[src/rtl/row_weight_pkg.sv]
// Shared constants and types for the runtime-loadable row-weight store.
// Q16.16 unity value, default geometry and the loader state encoding.
package row_weight_pkg;

  localparam logic [31:0] Q16_ONE = 32'h0001_0000;

  localparam int M_DEF = 8;
  localparam int S_DEF = 8;
  localparam int N_DEF = 32;

  typedef enum logic [1:0] {
    IDLE = 2'd0,
    LOAD = 2'd1,
    DONE = 2'd2
  } state_e;

endpackage

[src/rtl/row_assembler.sv]
// Collects M-1 words of a row in a buffer; the M-th accepted word completes
// the row and raises row_commit in the same cycle (first word ends up in the MSBs).
module row_assembler
  import row_weight_pkg::*;
#(
  parameter int M = M_DEF,
  parameter int n = N_DEF
) (
  input  logic           clk,
  input  logic           rst_n,
  input  logic           clear,
  input  logic           accept,
  input  logic [n-1:0]   in_data,
  output logic [M*n-1:0] row_data,
  output logic           row_commit
);

  localparam int CW = (M > 1) ? $clog2(M) : 1;

  logic [CW-1:0] col_q, col_d;
  logic [n-1:0]  buf_q [M-1];
  logic [n-1:0]  buf_d [M-1];

  // NOTE: every signal gets a default first so no path through the block
  // leaves it unassigned, which would otherwise infer a latch.
  always_comb begin
    col_d      = col_q;
    buf_d      = buf_q;
    row_commit = accept && (col_q == CW'(M - 1));
    if (clear) begin
      col_d = '0;
    end else if (accept) begin
      if (row_commit) begin
        col_d = '0;
      end else begin
        buf_d[col_q] = in_data;
        col_d        = col_q + 1'b1;
      end
    end
  end

  always_comb begin
    row_data = '0;
    for (int i = 0; i < M - 1; i++) begin
      row_data[(M-1-i)*n +: n] = buf_q[i];
    end
    row_data[n-1:0] = in_data;
  end

  // NOTE: state is updated with non-blocking assignments so every flop
  // samples pre-edge values regardless of block ordering.
  always_ff @(posedge clk or negedge rst_n) begin
    if (!rst_n) begin
      col_q <= '0;
      for (int i = 0; i < M - 1; i++) buf_q[i] <= '0;
    end else begin
      col_q <= col_d;
      buf_q <= buf_d;
    end
  end

endmodule

[src/rtl/row_weight_loader.sv]
// Streams Q16.16 weights into an S x M register array, one row committed atomically.
// Define ROW_WEIGHT_LOADER_SUM_EN to add a modulo-2^n checksum of accepted words.
module row_weight_loader
  import row_weight_pkg::*;
#(
  parameter int M  = M_DEF,
  parameter int S  = S_DEF,
  parameter int n  = N_DEF,
  parameter int AW = 3
) (
  input  logic           clk,
  input  logic           rst_n,
  input  logic           start,
  input  logic           abort,
  input  logic           in_valid,
  input  logic [n-1:0]   in_data,
  output logic           in_ready,
  output logic           busy,
  output logic           done,
`ifdef ROW_WEIGHT_LOADER_SUM_EN
  output logic [n-1:0]   checksum,
`endif
  input  logic [AW-1:0]  rd_addr,
  output logic [M*n-1:0] W
);

  state_e         state_q, state_d;
  logic [AW-1:0]  row_q, row_d;
  logic [M*n-1:0] weight_q [S];
  logic [M*n-1:0] weight_d [S];

  logic           clear, accept, row_commit;
  logic [M*n-1:0] row_data;

  row_assembler #(.M(M), .n(n)) u_row_assembler (
    .clk        (clk),
    .rst_n      (rst_n),
    .clear      (clear),
    .accept     (accept),
    .in_data    (in_data),
    .row_data   (row_data),
    .row_commit (row_commit)
  );

  always_comb begin
    state_d  = state_q;
    row_d    = row_q;
    weight_d = weight_q;
    clear    = 1'b0;
    accept   = 1'b0;
    unique case (state_q)
      IDLE: if (start) begin
        state_d = LOAD;
        row_d   = '0;
        clear   = 1'b1;
      end
      LOAD: begin
        // abort outranks a row-completing word arriving in the same cycle
        if (abort) begin
          state_d = IDLE;
          row_d   = '0;
          clear   = 1'b1;
        end else if (in_valid) begin
          accept = 1'b1;
          if (row_commit) begin
            weight_d[row_q] = row_data;
            if (row_q == AW'(S - 1)) begin
              state_d = DONE;
              row_d   = '0;
            end else begin
              row_d = row_q + 1'b1;
            end
          end
        end
      end
      DONE:    state_d = IDLE;
      default: state_d = IDLE;
    endcase
  end

  // NOTE: the weight array is reset like any other flop because the
  // datapath must see unity weights straight out of reset, not X.
  always_ff @(posedge clk or negedge rst_n) begin
    if (!rst_n) begin
      state_q <= IDLE;
      row_q   <= '0;
      for (int r = 0; r < S; r++) weight_q[r] <= {M{n'(Q16_ONE)}};
    end else begin
      state_q  <= state_d;
      row_q    <= row_d;
      weight_q <= weight_d;
    end
  end

  assign busy     = (state_q == LOAD);
  assign in_ready = (state_q == LOAD);
  assign done     = (state_q == DONE);

  generate
    if (S < (1 << AW)) begin : g_rd_guard
      always_comb begin
        W = '0;
        if ({1'b0, rd_addr} < (AW+1)'(S)) W = weight_q[rd_addr];
      end
    end else begin : g_rd_full
      assign W = weight_q[rd_addr];
    end
  endgenerate

`ifdef ROW_WEIGHT_LOADER_SUM_EN
  logic [n-1:0] sum_q, sum_d;

  // words taken during an aborting cycle are still counted
  always_comb begin
    sum_d = sum_q;
    if (state_q == IDLE && start)         sum_d = '0;
    else if (state_q == LOAD && in_valid) sum_d = sum_q + in_data;
  end

  always_ff @(posedge clk or negedge rst_n) begin
    if (!rst_n) sum_q <= '0;
    else        sum_q <= sum_d;
  end

  assign checksum = sum_q;
`endif

endmodule
[config.mk]
export PLATFORM = sky130hd
export DESIGN_NAME = row_weight_loader
export DESIGN_NICKNAME = d
export VERILOG_FILES = /design/src/rtl/row_weight_pkg.sv /design/src/rtl/row_assembler.sv /design/src/rtl/row_weight_loader.sv
export SDC_FILE = /design/constraint.sdc
export NUM_CORES = 2
export LEC_CHECK = 0
export ABC_CLOCK_PERIOD_IN_PS = 3600
export CAP_MARGIN = 40
export CELL_PAD_IN_SITES_DETAIL_PLACEMENT = 1
export CELL_PAD_IN_SITES_GLOBAL_PLACEMENT = 1
export CORE_MARGIN = 8
export CORE_UTILIZATION = 28
export DETAILED_ROUTE_END_ITERATION = 12
export PLACE_DENSITY = 0.49
export SLEW_MARGIN = 20
export SYNTH_ARGS = -nofsm -noshare
export SYNTH_HDL_FRONTEND = slang
export SYNTH_SLANG_ARGS = --single-unit
export TNS_END_PERCENT = 30
[constraint.sdc]
create_clock -name clk -period 3.6 [get_ports clk]
set_input_delay 0.72 -clock clk [delete_from_list [all_inputs] [get_ports clk]]
set_output_delay 0.72 -clock clk [all_outputs]
set_load 0.02 [all_outputs]
==> reports/qor.csv <==
stage;metric;value;unit
setup_path;worst-r2r-cell-count;7;
layout;regArea;57100;µm²
route;drt_first_iter_violations;2804;
min_path;min_to;u_row_assembler.row_data[213];
die;fp.coreArea;372000;µm²
placed_design;numPortBuffers;298;
yosys;syn_nets;5848;
grt;grt_max_degree;116;
yosys;synth-edff-count;0;
setup_path;start_kind;input pin;
route;met1Wirelength;144000;µm
setup_path;cp.required;2880;ps
cts;cts_num_sinks;2280;
die;die-area;393000;µm²
route;avgRoutedWirePerCell;28.4;µm
cts;cts_buffer_depth;4;
grt;grt_pass1_vias;63404;
yosys;synth-seq-area-share;54.7;%
route;first_pass_iters;5;
timing;period_needed;3570;ps
die;ios;299;
yosys;yosys.area.top_type;dfrtp_1;
setup_path;end_kind;output pin;
die;initial_core_util;28.1;%
yosys;async_flop_share;100;%
setup_path;critPathMaxFanout;14;
route;highest_layer;met5;
yosys;synth_top_family_by_area;multiplexers;
min_path;min_delay_path_depth;2;
setup_path;r2r_slack;670;ps
route;vias;54901;
yosys;synthAdderAreaFrac;0.0479;%
cts;clk_transition_reported_paths;60;ps
timing;fin_skew;49.6;ps
power_and_ir_drop;ir_worst_vdd;352;µV
cts;clock_latency;890;ps
power_and_ir_drop;leakagePower;62.1;nW
timing;finalSetupViolCount;0;
yosys;yosys.cell_count.top_type;dfrtp_1;
timing;finalMaxSlewViolations;0;
route;wl_met2;160000;µm
yosys;syn_avg_cell_area;18.0;µm²
timing;worstMarginPinSlew;897;ps
layout;syn2layout_area_growth;19.6;%
min_path;min-delay-start;in_data[21];
layout;drive_gt1_share;60.9;%
layout;n_fill_cell;37319;
placed_design;post-dp-hpwl;202000;µm
yosys;synth-simple-area-share;0.231;%
route;vias_per_cell;4.75;
yosys;netlist_top_cells_count;dfrtp_1 (2,216), mux2_2 (1,543), mux2_4 (960);
power_and_ir_drop;powerDensity;469;nW/µm²
grt;antenna_found_initial;45;
yosys;synth_xor_area_share;0;%
timing;finalHoldViolations;0;
route;drc;0;
yosys;ys_seq_elements;2280;
layout;multi_input_area;44000;µm²
setup_path;timing.rr.start;u_row_assembler.col_q[0];
yosys;yosys_warnings;0;
setup_path;worst_r2r_endpoint;weight_q[1331];
timing;slew_headroom;40.2;%
route;dr_wl_met3;13000;µm
yosys;muxShareOfSynthArea;41.7;%
yosys;ys.flop_type;dfrtp_1;
timing;fin_setup_tns;0;ps
grt;track_usage;16.6;%
cts;cts-root-buf;clkbuf_16;
die;rows;224;
yosys;syn_area;105000;µm²
layout;nets;6364;
route;ant_nets;0;
cts;htree_levels;5;
grt;overflow;0;
setup_path;critical_path_class;input pin to output pin;
yosys;synth_area_leaders;dfrtp_1 (53%), mux2_2 (17%), mux2_4 (14%);
min_path;hp-class;input pin to register;
cts;cts_made_buffers;281;
yosys;synthDominantCellAreaShare;53.0;%
route;routed_wl;328000;µm
yosys;yosys.cell_types.count;36;
outcome;status;complete, no violations;
cts;cts_tree;done;
layout;utilization;33.6;%
die;die_x;627;µm
flow_run;cap_violations;0;
die;die_y;627;µm
placed_design;gp_congestion;0.698;
timing;rsz0062_at_grt;true;
grt;grt_first_pass_wirelength;484000;µm
setup_path;worstPathArrival;2850;ps
timing;fmax;280;MHz
timing;finalCritPeriodShare;99.1;%
yosys;synth_compound_area_share;0.0371;%
yosys;syn_inst;5804;
## critical path, stage by stage
cell and delay, ps:
buf_8 120, buf_12 170, buf_12 200, buf_12 160
mux4_2 500, mux2_2 290, clkdlybuf4s50_1 590
## flip-flops by register name, summed over array words and instances (netlist names)
| register | cells |
|---|---|
| u_row_assembler.col_q | 3 |
| u_row_assembler.row_data | 224 |
| state_q | 2 |
| row_q | 3 |
| weight_q | 2048 |
## what timing repair did
action	in CTS	in global routing
gates resized for setup	64	33
buffers inserted	0	0
hold endpoints to repair	30	0
setup endpoints to repair	69	37
hold buffers	1	0
## per-stage QoR
step                      power (W)  std cells  hold slack (ps)  setup slack, ps  area [µm²]
after floorplan              0.0279       5804              424              471      105000
after global placement       0.0299      10997              470            -66.5      115000
after detailed placement     0.0300      11009              480            -64.3      115000
after CTS                    0.0599      11513              114            -31.1      125000
after global routing         0.0611      11557              141            -1.68      125000
final                        0.0587      11566              223             30.7      125000
## worst max path at each step
stage	from	endpoint	depth (start not counted)
after floorplan	rd_addr[0]	W[15]	5
after global placement	rd_addr[0]	W[245]	7
after detailed placement	rd_addr[0]	W[245]	7
after CTS	rd_addr[0]	W[225]	7
after global routing	rd_addr[0]	W[32]	7
final	rd_addr[0]	W[48]	7
## layout by cell type (no fill, tap or decap), drive strengths merged, types with 54 or more instances in the layout
cell type      Yosys  routed
dlygate4sd2        0      62
clkinv             0      59
mux4             512     512
dfstp             64      64
clkdlybuf4s50      0     129
mux2            2530    2530
dfrtp           2216    2216
diode              0      54
clkbuf           138     397
buf              293     441
## per-layer routing
layer	up-vias	GRT usage [%]
met5	-	0
met4	6	4.84
li1	22791	-
met2	881	27.8
met3	405	2.35
met1	30818	22.4
## layout make-up
type,instances,share of cell area (%)
sequential,2280,45.7
multi-input combinational,3090,35.2
clock buffer,397,6.50
timing repair buffer,664,6.41
tap,4972,4.98
clock inverter,106,1.08
antenna,54,0.108
inverter,3,0.00901
## where the power goes
part	internal [W]	switching (W)	total, W
sequential	0.0260	0.000916	0.0269
combinational	0.000987	0.00156	0.00255
clock	0.0174	0.0118	0.0292
total	0.0444	0.0143	0.0587
## kinds of logic after synthesis
family	Yosys count
AOI/OAI and AO/OA	5
adders and majority gates	4
buffers and inverters	434
DFF	2280
muxes	3044
and+or+nand+nor	37
Note: power is estimated with default switching activity, not from simulation.
